==> src/rtl/defines.sv <==
// Shared instruction-field widths and opcode encodings for the core.
// Macros: OpcodeWide, RegAddrBus, InstAddrBus, INST_TYPE_L.
`ifndef PIPE_DEFINES_SV
`define PIPE_DEFINES_SV

`define OpcodeWide   6:0
`define RegAddrBus   4:0
`define InstAddrBus  31:0

// Load instruction class opcode
`define INST_TYPE_L  7'b0000011

`endif

==> src/rtl/pipe_ctrl_pkg.sv <==
// Shared types and constants for the pipeline control unit.
//   pctrl_state_e         : control FSM states
//   STG_IF..STG_WB        : pipeline stage indices
//   *_MASK                : 8-bit stall/flush patterns, truncated by the
//                           top to the configured pipeline depth
package pipe_ctrl_pkg;

  typedef enum logic [1:0] {
    IDLE       = 2'd0,
    LOAD_STALL = 2'd1,
    BUSY       = 2'd2
  } pctrl_state_e;

  localparam int STG_IF  = 0;
  localparam int STG_ID  = 1;
  localparam int STG_EX  = 2;
  localparam int STG_MEM = 3;
  localparam int STG_WB  = 4;

  localparam int MAX_STAGES = 8;

  function automatic logic [MAX_STAGES-1:0] stage_bit(input int stg);
    return 8'd1 << stg;
  endfunction

  // Load-use: freeze IF/ID, bubble into EX
  localparam logic [MAX_STAGES-1:0] LU_STALL_MASK   = stage_bit(STG_IF) | stage_bit(STG_ID);
  localparam logic [MAX_STAGES-1:0] LU_FLUSH_MASK   = stage_bit(STG_EX);
  // Multi-cycle EX: freeze IF/ID/EX, bubble into MEM
  localparam logic [MAX_STAGES-1:0] BUSY_STALL_MASK = stage_bit(STG_IF) | stage_bit(STG_ID) |
                                                      stage_bit(STG_EX);
  localparam logic [MAX_STAGES-1:0] BUSY_FLUSH_MASK = stage_bit(STG_MEM);
  // Jump: kill the wrong-path instructions in ID and EX
  localparam logic [MAX_STAGES-1:0] JMP_FLUSH_MASK  = stage_bit(STG_ID) | stage_bit(STG_EX);

endpackage

==> src/rtl/pipe_hazard_ctrl_hazard_detect.sv <==
// Load-use hazard detector (purely combinational).
// Ports:
//   ex_opcode            opcode of the instruction in EX
//   ex_rd                destination register of the instruction in EX
//   id_rs1 / id_rs2      source registers of the instruction in ID
//   id_rs1_re/id_rs2_re  ID actually reads the corresponding source
//   hz                   1 when ID needs a value a load in EX has not produced yet
module hazard_detect (
  input  logic [`OpcodeWide] ex_opcode,
  input  logic [`RegAddrBus] ex_rd,
  input  logic [`RegAddrBus] id_rs1,
  input  logic [`RegAddrBus] id_rs2,
  input  logic               id_rs1_re,
  input  logic               id_rs2_re,
  output logic               hz
);

  logic rs1_hit;
  logic rs2_hit;

  assign rs1_hit = id_rs1_re && (id_rs1 == ex_rd);
  assign rs2_hit = id_rs2_re && (id_rs2 == ex_rd);

  // x0 is hardwired zero, so a load targeting it never creates a dependency
  assign hz = (ex_opcode == `INST_TYPE_L) && (ex_rd != '0) && (rs1_hit || rs2_hit);

endmodule

==> src/rtl/pipe_hazard_ctrl.sv <==
// Central pipeline control: load-use interlock, jump redirect/flush and
// multi-cycle EX hold for an NUM_STAGES-deep pipeline (0=IF .. 4=WB).
// Optional feature macro: PIPE_HAZARD_CTRL_PERF_EN enables saturating
// perf counters; without it the counter outputs are tied to zero.
// Ports:
//   clk, rst                 clock, async active-high reset
//   ex_opcode_i, ex_rd_i     instruction in EX
//   id_rs1_i, id_rs2_i       sources of the instruction in ID
//   id_rs1_re_i, id_rs2_re_i source read enables
//   jump_req_i, jump_addr_i  taken jump/branch resolved in EX and its target
//   ex_start_i, ex_done_i    multi-cycle EX op issue / result valid
//   stall_o[k]               stage-k register holds its value
//   flush_o[k]               register feeding stage k loads a bubble
//   hold_o                   any stall, to pc_reg
//   jump_o, jump_addr_o      PC redirect (target is 0 when not redirecting)
//   stall_cnt_o, flush_cnt_o perf counters (hold cycles, jump flushes)
//   dbg_state_o              current control state
// Handshake: there is no valid/ready pairing here; every output is a
// level valid for the current cycle, derived from the registered state
// and this cycle's inputs.
module pipe_hazard_ctrl
  import pipe_ctrl_pkg::*;
#(
  parameter int unsigned NUM_STAGES     = 5,   // 3..8
  parameter int unsigned LOAD_STALL_CYC = 1,   // 1..15
  parameter int unsigned CNT_W          = 32
) (
  input  logic                  clk,
  input  logic                  rst,
  input  logic [`OpcodeWide]    ex_opcode_i,
  input  logic [`RegAddrBus]    ex_rd_i,
  input  logic [`RegAddrBus]    id_rs1_i,
  input  logic [`RegAddrBus]    id_rs2_i,
  input  logic                  id_rs1_re_i,
  input  logic                  id_rs2_re_i,
  input  logic                  jump_req_i,
  input  logic [`InstAddrBus]   jump_addr_i,
  input  logic                  ex_start_i,
  input  logic                  ex_done_i,
  output logic [NUM_STAGES-1:0] stall_o,
  output logic [NUM_STAGES-1:0] flush_o,
  output logic                  hold_o,
  output logic                  jump_o,
  output logic [`InstAddrBus]   jump_addr_o,
  output logic [CNT_W-1:0]      stall_cnt_o,
  output logic [CNT_W-1:0]      flush_cnt_o,
  output pctrl_state_e          dbg_state_o
);

  // Patterns cut down to the configured depth; bits beyond it simply vanish
  localparam logic [NUM_STAGES-1:0] LU_STALL   = LU_STALL_MASK[NUM_STAGES-1:0];
  localparam logic [NUM_STAGES-1:0] LU_FLUSH   = LU_FLUSH_MASK[NUM_STAGES-1:0];
  localparam logic [NUM_STAGES-1:0] BUSY_STALL = BUSY_STALL_MASK[NUM_STAGES-1:0];
  localparam logic [NUM_STAGES-1:0] BUSY_FLUSH = BUSY_FLUSH_MASK[NUM_STAGES-1:0];
  localparam logic [NUM_STAGES-1:0] JMP_FLUSH  = JMP_FLUSH_MASK[NUM_STAGES-1:0];

  pctrl_state_e          state;
  logic [3:0]            load_cnt;
  logic                  hz;
  logic [NUM_STAGES-1:0] stall_v;
  logic [NUM_STAGES-1:0] flush_v;
  logic                  jump_v;

  hazard_detect u_hazard_detect (
    .ex_opcode (ex_opcode_i),
    .ex_rd     (ex_rd_i),
    .id_rs1    (id_rs1_i),
    .id_rs2    (id_rs2_i),
    .id_rs1_re (id_rs1_re_i),
    .id_rs2_re (id_rs2_re_i),
    .hz        (hz)
  );

  // Output decode. rst gates everything so a reset asserted mid-cycle
  // clears the outputs immediately instead of at the next edge.
  always_comb begin
    stall_v = '0;
    flush_v = '0;
    jump_v  = 1'b0;
    if (!rst) begin
      case (state)
        IDLE: begin
          if (ex_start_i) begin
            // start with done in the same cycle is a single-cycle op
            if (!ex_done_i) begin
              stall_v = BUSY_STALL;
              flush_v = BUSY_FLUSH;
            end
          end else if (jump_req_i) begin
            // the ID instruction is wrong-path, so its hazard is moot
            jump_v  = 1'b1;
            flush_v = JMP_FLUSH;
          end else if (hz) begin
            stall_v = LU_STALL;
            flush_v = LU_FLUSH;
          end
        end
        LOAD_STALL: begin
          if (jump_req_i) begin
            jump_v  = 1'b1;
            flush_v = JMP_FLUSH;
          end else begin
            stall_v = LU_STALL;
            flush_v = LU_FLUSH;
          end
        end
        BUSY: begin
          // result arrives: release in the same cycle; jumps are not
          // possible while EX is occupied, so jump_req_i is ignored
          if (!ex_done_i) begin
            stall_v = BUSY_STALL;
            flush_v = BUSY_FLUSH;
          end
        end
        default: ;
      endcase
    end
  end

  assign stall_o     = stall_v;
  assign flush_o     = flush_v;
  assign hold_o      = |stall_v;
  assign jump_o      = jump_v;
  assign jump_addr_o = jump_v ? jump_addr_i : '0;
  assign dbg_state_o = state;

  // Control FSM. load_cnt holds the stall cycles still owed after the
  // current one, so the hazard cycle itself counts toward the total.
  always_ff @(posedge clk or posedge rst) begin
    if (rst) begin
      state    <= IDLE;
      load_cnt <= '0;
    end else begin
      case (state)
        IDLE: begin
          if (ex_start_i) begin
            if (!ex_done_i) state <= BUSY;
          end else if (!jump_req_i && hz && (LOAD_STALL_CYC > 1)) begin
            state    <= LOAD_STALL;
            load_cnt <= 4'(LOAD_STALL_CYC - 1);
          end
        end
        LOAD_STALL: begin
          if (jump_req_i || (load_cnt == 4'd1)) begin
            state    <= IDLE;
            load_cnt <= '0;
          end else begin
            load_cnt <= load_cnt - 4'd1;
          end
        end
        BUSY: begin
          if (ex_done_i) state <= IDLE;
        end
        default: begin
          state    <= IDLE;
          load_cnt <= '0;
        end
      endcase
    end
  end

`ifdef PIPE_HAZARD_CTRL_PERF_EN
  logic [CNT_W-1:0] stall_cnt;
  logic [CNT_W-1:0] flush_cnt;

  // Saturating so a long run reads as "at least max" rather than wrapping
  always_ff @(posedge clk or posedge rst) begin
    if (rst) begin
      stall_cnt <= '0;
      flush_cnt <= '0;
    end else begin
      if (hold_o && (stall_cnt != '1)) stall_cnt <= stall_cnt + CNT_W'(1);
      if (jump_o && (flush_cnt != '1)) flush_cnt <= flush_cnt + CNT_W'(1);
    end
  end

  assign stall_cnt_o = stall_cnt;
  assign flush_cnt_o = flush_cnt;
`else
  assign stall_cnt_o = '0;
  assign flush_cnt_o = '0;
`endif

endmodule

==> config.mk <==
export PLATFORM = sky130hd
export DESIGN_NAME = pipe_hazard_ctrl
export DESIGN_NICKNAME = d
export VERILOG_FILES = /design/src/rtl/defines.sv /design/src/rtl/pipe_ctrl_pkg.sv /design/src/rtl/pipe_hazard_ctrl_hazard_detect.sv /design/src/rtl/pipe_hazard_ctrl.sv
export SDC_FILE = /design/constraint.sdc
export NUM_CORES = 1
export LEC_CHECK = 0
export CAP_MARGIN = 10
export CELL_PAD_IN_SITES_DETAIL_PLACEMENT = 1
export CELL_PAD_IN_SITES_GLOBAL_PLACEMENT = 2
export CORE_MARGIN = 8
export CORE_UTILIZATION = 10
export CTS_BUF_LIST = sky130_fd_sc_hd__clkbuf_4 sky130_fd_sc_hd__clkbuf_8 sky130_fd_sc_hd__clkbuf_16
export DETAILED_ROUTE_END_ITERATION = 8
export GPL_TIMING_DRIVEN = 0
export PLACE_DENSITY = 0.95
export SLEW_MARGIN = 20
export SYNTH_ARGS = -nofsm -noshare
export SYNTH_HDL_FRONTEND = slang
export SYNTH_SLANG_ARGS = --single-unit
==> constraint.sdc <==
create_clock -name clk -period 4.11 [get_ports clk]
set_input_delay 0.6165 -clock clk [delete_from_list [all_inputs] [get_ports clk]]
set_output_delay 0.6165 -clock clk [all_outputs]
set_load 0.1 [all_outputs]
==> impl_metrics.toml <==
[outcome]
status = "complete, no violations"

[detailed_routing]
wl_per_cell_um = 12.6
drt_iter0_markers = 22
drtPass1Iterations = 3
ant_nets = 0
drc = 0
via_count = 1352
routed_wl_mm = 5.66
viasPerCell = 3.02

[worst_setup_path]
ff2ff_path_depth = 2
cp_max_fo = 10
critPathLaunchType = "input pin"
cp.arrival_ns = 3.28
reg2reg_to = "dbg_state_o[1]"
path_class = "in -> out"
r2r_setup_slack_ns = 3.24
startpoint = "rst"
r2r-start = "dbg_state_o[1]"
endpoint_kind = "output pin"
required_ns = 3.49

[place]
place_ws_ns = -0.0129
dp_hpwl_mm = 5.35
place.gp.congestion = 0.816
numPortBuffers = 101

[global_routing]
track_usage = 0.0709
grt_overflow_total = 0
antenna_found_initial = 0
grt_pass1_wl_mm = 7.62
grt_pass1_vias = 1490
grt_max_degree = 11

[synthesis]
mappedNetlistArea_um2 = 1020
synth_seq_cells = 1
syn_inst = 143
ys_types = 24
ys_seq_area_frac = 0.0245
ys.warnings.count = 0
synth.avg_cell_area_um2 = 7.15

[timing]
min_period_ns = 3.90
timing.hold.ws_ns = 0.674
max_slew.worst_pin.slew_ns = 1.09
rsz0062_at_grt = "no"
clock.fmax_mhz = 257
fin_ws_ns = 0.213
fin_skew_ns = 0
slew_viol_final = 0
finalSetupViolCount = 0
fin_crit_sh = 0.948
relSlewSlack = 0.271
hold_viol = 0

[hold_path]
hold_path.class = "reg -> reg"
min_path_cells = 2
hold-path-endpoint = "dbg_state_o[1]"
min-delay-start = "dbg_state_o[1]"

[power]
p_leak_nw = 1.56
pwr_density_cell_nw_per_um2 = 217
ir_drop_mv = 0.0659

[final_layout]
drive_above_1_share = 0.247
layout.nets = 375
antennaDiodeCount = 0
final_cell_mix = "clkdlybuf4s50_1, buf_4, conb_1"
fin_util = 0.248
synthToLayoutAreaGrowth_pct = 146
layout_commonest_cell = "clkdlybuf4s50_1"
largest_reg_flops = 1

[floorplanning]
die_h_um = 117
fp.dieW_um = 117
core_um2 = 10100
num_io_pins = 171
start_util = 0.101
die_area_um2 = 13700
rows = 37

[cts]
worstSkewPairLatency_ns = 0
cts_setup_buffers = 0
clkSlewWorstSetupHoldPaths_ns = 0

[job]
cap_viol_max_count = 0
-- cell families after synthesis --
group / share of synthesized area
buffers and inverters: 0.559
AO/OA/AOI/OAI: 0.0563
XOR/XNOR: 0.0857
AND/OR/NAND/NOR: 0.271
flip-flops: 0.0245
other: 0.00367
-- layout make-up --
| class | instances | area (um^2) |
|---|---|---|
| fill | 1243 | 7630 |
| timing repair buffer | 101 | 1050 |
| multi-input combinational | 130 | 697 |
| buffer | 78 | 564 |
| tap | 136 | 170 |
| sequential | 1 | 25.0 |
| inverter | 2 | 7.51 |
-- worst max path at each step --
stage                 endpoint  slack (ns)  cells past startpoint
6_report       jump_addr_o[19]        0.21                      5
5_1_grt        jump_addr_o[19]       0.006                      5
3_5_place_dp        stall_o[1]       -0.01                      6
4_1_cts             flush_o[2]        0.07                      6
2_1_floorplan       stall_o[1]        0.28                      4
3_3_place_gp        stall_o[1]       -0.05                      6
-- metrics by stage --
step / power, mW / setup TNS [ns] / instance area [um^2] / instances
floorplan: 0.448 / 0 / 1290 / 211
global placement: 0.539 / -0.0459 / 2470 / 448
detailed placement: 0.542 / -0.0129 / 2470 / 448
CTS: 0.542 / 0 / 2470 / 448
global route: 0.563 / 0 / 2510 / 448
finish: 0.545 / 0 / 2510 / 448
-- critical path, cell delays in order --
cell             delay (ns)
clkdlybuf4s50_1        0.50
nor3_2                 0.47
clkbuf_1               0.33
and3_1                 0.21
clkdlybuf4s50_1        1.14
-- metal layers --
layer,track usage,up-vias,share of wire
met2,0.156,90,0.54
met3,0.0380,0,0.16
met5,0,-,0
li1,-,673,-
met1,0.0536,589,0.30
met4,0,0,0
-- power breakdown --
group	switching [mW]	leakage, nW	internal (mW)
Clock	0	0	0
Sequential	0.00101	0.0125	0.0107
Combinational	0.406	1.55	0.127
-- repair_timing --
action | CTS | global route
setup endpoints to repair | 1 | 15
hold buffers | 0 | 0
resized for setup | 1 | 15
-- cells in the mapped netlist --
cell type | number | area [um^2]
buf_4 | 72 | 541
and3_1 | 32 | 200
xor2_1 | 8 | 70.1
clkbuf_1 | 5 | 18.8
o21bai_1 | 3 | 22.5
inv_1 | 2 | 7.51
nor2_1 | 2 | 7.51
nor4_1 | 2 | 12.5
xnor2_1 | 2 | 17.5
a2111oi_0 | 1 | 8.76
a211oi_1 | 1 | 7.51
a32oi_1 | 1 | 8.76
and2_0 | 1 | 6.26
and2_1 | 1 | 6.26
buf_2 | 1 | 5.00
conb_1 | 1 | 3.75
dfrtp_1 | 1 | 25.0
nand2_1 | 1 | 3.75
nand2_2 | 1 | 6.26
nor3_2 | 1 | 10.0
nor3b_1 | 1 | 7.51
nor4b_1 | 1 | 8.76
o211a_1 | 1 | 10.0
or4_1 | 1 | 7.51
(Power assumes the default switching activity.)
==> edit 1, RTL diff (config.mk and constraints unchanged) <==
Add a define of `PIPE_HAZARD_CTRL_PERF_EN`.
--- a/src/rtl/pipe_hazard_ctrl.sv
+++ b/src/rtl/pipe_hazard_ctrl.sv
@@ -19,4 +19,6 @@
 // level valid for the current cycle, derived from the registered state
 // and this cycle's inputs.
+`define PIPE_HAZARD_CTRL_PERF_EN
+
 module pipe_hazard_ctrl
   import pipe_ctrl_pkg::*;
Behaviour: not the same (a bounded check fails within 4 cycles, from zero or initial values and one cycle with rst high).
==> edit 1 against the original RTL <==
Core utilization fell by 7.5 points. Final area rose by 150%. Wire length rose to 2.5 times the old value. Worst setup slack improved by 0.0087 ns. Via count rose to 2.5 times the old value. Largest cell class is now multi-input gates. Largest power group is now the clock network. Power rose to 4.4 times the old value. Critical path depth rose by 2. Sequential cell count rose by 64. Hold slack got worse by 0.19 ns. Synthesized area rose to 3.6 times the old value.
==> edit 1: results (changes against the original RTL) <==
The slew of the pin with the lowest slew margin is 1.07 ns (-0.0226 ns). The XOR/XNOR share of the synthesized area is 0.170 (+0.0847). The multiplexer area fraction after synthesis came out at 0.00720 (+0.00720).

The number of placed cells counting well taps is 1006 (+120%). The number of antenna violations at the first check in global routing is 1 (+1). The met3 routed wirelength came out at 1.52 mm (+66%). The terminus of the critical flop-to-flop path is flush_cnt_o[30].

The highest layer touched by signal routing is met5. The met3 routing resource usage after global routing is 0.0373 (-0.000680). The via density per instance came out at 3.36 (+11%). The clock transition time at the flip-flop clock pins of the worst setup and hold paths is 0.06 ns (+0.06 ns). The leakage power total came out at 2.53 nW (+62%).

The met1 track demand over resource came out at 0.0739 (+0.0204). The wire length of the first global-routing pass came out at 22.3 mm (+190%). The delay of the slowest cell on the worst path came out at 0.87 ns (-0.27 ns). The global routing usage on met2 came to 0.109 (-0.0469). The largest net degree at the start of global routing is 32 (+21). The power density over the cells is 379 nW/um^2 (+75%). The sequential logic power came out at 0.000757 W (+6400%).

The total routing usage reported by global routing came to 0.0660 (-0.00488). The flow ran to the end, and the final reports show no timing, DRC or antenna violations. The final net count was 612 (+63%). The final clock skew is 0.0135 ns (+0.0135 ns). The slowest stage of the critical path belongs to the cell sky130_fd_sc_hd__dlygate4sd2_1. The complex-gate fraction of the synthesized area came out at 0.0103 (-0.0460).

The largest fanout on the critical path was 31 (+21). The post-detailed-placement half-perimeter wirelength came out at 11.8 mm (+120%). The sequential share of the synthesized area is 0.446 (+0.421). The final hold slack came out at 0.488 ns (-0.185 ns). The share of final-layout standard cells stronger than drive strength 1 came to 0.153 (-0.0934). The maximum VDD drop came out at 0.000165 V (+150%).

The first-iteration detailed-routing DRC count is 108 (+390%). The routed wire length is 14.3 mm (+150%). The weighted congestion at the end of routability-driven global placement was 0.747 (-8.5%).

The register-to-register setup slack came out at 1.64 ns (-1.60 ns). The number of buffers added on ports came out at 165 (+63%). The cell area reported after detailed placement came out at 5960 sq um (+140%). Following the worst setup path forward leads to its endpoint at jump_addr_o[0]. The upper clock frequency limit is 257 MHz (+0.22%). Sorting the synthesized cells by how often they occur yields 65 x sky130_fd_sc_hd__dfrtp_1, 55 x sky130_fd_sc_hd__xnor2_1, 37 x sky130_fd_sc_hd__nand2_1. The cell internal power dissipation came to 0.00144 W (+950%).

The arrival time at the worst endpoint is 3.27 ns (about the same).
-- edit 1: cell types whose count changed after synthesis, sizes merged, moves of 8 or more --
cell | unedited run | this run
nand3 | 0 | 29
xor2 | 8 | 16
dfrtp | 1 | 65
nand4 | 0 | 26
and3 | 32 | 22
nor2 | 2 | 20
buf | 73 | 15
xnor2 | 2 | 55
nand2 | 2 | 38
nor3 | 1 | 11
and2 | 2 | 34
-- edit 1: area by class of cell --
| class | instances | area [sq um] |
|---|---|---|
| Timing Repair Buffer | 167 | 1680 |
| Clock buffer | 11 | 246 |
| Clock inverter | 5 | 78.8 |
| Sequential cell | 65 | 1630 |
| Buffer | 18 | 126 |
| Inverter | 5 | 22.5 |
| Multi-Input combinational cell | 283 | 1910 |
| Tap cell | 468 | 586 |
| Fill cell | 4255 | 30000 |
-- edit 1: repair_timing --
item                       CTS  global route
resized for setup           98            24
setup buffers                0             0
setup endpoints to repair   36            35
==> edit 2, RTL diff (same settings) <==
Without the edit above. Put one more register stage on the output `dbg_state_o`, without a reset. The value now appears one clock later. The other outputs are not delayed to match.
--- a/src/rtl/pipe_hazard_ctrl.sv
+++ b/src/rtl/pipe_hazard_ctrl.sv
@@ -123,5 +123,7 @@
   assign jump_o      = jump_v;
   assign jump_addr_o = jump_v ? jump_addr_i : '0;
-  assign dbg_state_o = state;
+  always_ff @(posedge clk) begin
+    dbg_state_o <= state;
+  end
 
   // Control FSM. load_cnt holds the stall cycles still owed after the
Function: changed (a bounded check fails within 4 cycles, from zero or initial values and one cycle with rst high).
==> edit 2 against the original RTL <==
Synthesized area grew 2.0%. Sequential cell count is 1 higher. Final area is 0.85% higher. Wire length increased by 3.6%. Power grew 18%. Worst setup slack lost 0.017 ns. Fmax down 0.43%.
==> edit 2: results (changes against the original RTL) <==
The delay of the slowest cell on the worst path is 1.12 ns (-0.02 ns). The number of placed cells counting well taps came out at 449 (+0.22%). The final net count is 379 (+1.1%). The arrival time at the worst endpoint came to 3.30 ns (+0.02 ns). The slew of the pin with the lowest slew margin came out at 1.02 ns (-0.0742 ns). The largest buffer count on any clock path came out at 2.

The post-detailed-placement half-perimeter wirelength is 5.61 mm (+4.7%). The flow ran to the end, and the final reports show no timing, DRC or antenna violations. The maximum VDD drop is 0.0000846 V (+28%).

The cell area reported after detailed placement came out at 2480 sq um (+0.35%). The post-synthesis cell count came out at 144 (+0.70%). The leakage power total was 1.32 nW (-15%). The overall via count from detail_route came out at 1424 (+5.3%).

The weighted congestion at the end of routability-driven global placement is 0.746 (-8.6%). The cell internal power dissipation came out at 0.000221 W (+60%). The most used flip-flop cell after synthesis is sky130_fd_sc_hd__dfxtp_1. Ranked by total cell area, the synthesized netlist is headed by sky130_fd_sc_hd__buf_4 52%, sky130_fd_sc_hd__and3_1 19%, sky130_fd_sc_hd__xor2_1 6.7%.

The complex-gate fraction of the synthesized area came out at 0.0552 (-0.00108). The share of final-layout standard cells stronger than drive strength 1 is 0.252 (+0.00557). The number of CTS-inserted buffers came out at 3. The XOR/XNOR share of the synthesized area is 0.0840 (-0.00165).

The routed wire length came to 5.87 mm (+3.6%). The final clock skew is 0.00706 ns (+0.00706 ns). The fill cell instance count of the final layout is 1250 (+0.56%).

The total routing usage reported by global routing is 0.0792 (+0.00828). The wire length of the first global-routing pass is 8.80 mm (+15%). The average detailed-routed wire length per instance is 12.9 microns (+2.4%). The worst setup timing slack at the placement stage was 0.0759 ns (+0.0888 ns). The number of global-route vias before repair is 1540 (+3.4%).

The source-to-sink clock delay at the later pin of the worst-skew pair is 0.21 ns (+0.21 ns). The largest fanout on the critical path is 2 (-8). The sequential share of the synthesized area came out at 0.0432 (+0.0187). In the final layout, the registers with the most flip-flops are dbg_state_o: 1 flops, state: 1 flops.

The share of flip-flops with an asynchronous set or reset came out at 0.500 (-0.500). The total of cells resized after clock tree synthesis is 0 (-1).
[edit 2: cell types whose count changed after synthesis, sizes merged]
cell and change:
dfxtp +1
[edit 2: area by class of cell]
cell class / instances / area [sq um] / area share
Buffer: 78 / 564 / 0.223
Clock buffer: 4 / 48.8 / 0.0193
Inverter: 2 / 7.51 / 0.00296
Multi-Input combinational cell: 130 / 686 / 0.271
Sequential cell: 2 / 45.0 / 0.0178
Tap cell: 136 / 170 / 0.0672
Timing Repair Buffer: 101 / 1010 / 0.399
[edit 2: power groups by stage]
stage	Combinational, W	Clock [W]	Sequential, W
after floorplan	0.000430	0	0.0000272
after global placement	0.000526	0	0.0000223
after detailed placement	0.000529	0	0.0000227
after CTS	0.000529	0.0000905	0.0000225
after global routing	0.000549	0.0000933	0.0000227
final	0.000533	0.0000886	0.0000225
[edit 2: final timing paths]
path | from | end | slack, ns | depth (start not counted)
max in group asynchronous | rst | state[1] | 3.34 | 2
setup / recovery | ex_opcode_i[5] | stall_o[1] | 0.20 | 7
min in group asynchronous | rst | state[1] | 0.67 | 2
hold / removal | state[1] | dbg_state_o[1] | 0.47 | 0
hold reg to reg | state[1] | dbg_state_o[1] | 0.47 | 0
setup reg to reg | state[1] | state[1] | 3.33 | 2
[edit 2: layer usage]
metal	up-vias	routed length, microns	global-route usage
li1	685	-	-
met1	631	2090	0.0745
met2	104	3040	0.151
met3	4	675	0.0355
met4	0	59	0.0216
met5	-	0	0
[edit 2: stage by stage]
| step | util | total power [W] |
|---|---|---|
| 5_1_grt | 0.248 | 0.000665 |
| 2_1_floorplan | - | 0.000457 |
| 3_5_place_dp | 0.243 | 0.000551 |
| 6_report | 0.248 | 0.000644 |
| 4_1_cts | 0.248 | 0.000642 |
| 3_3_place_gp | 0.243 | 0.000548 |
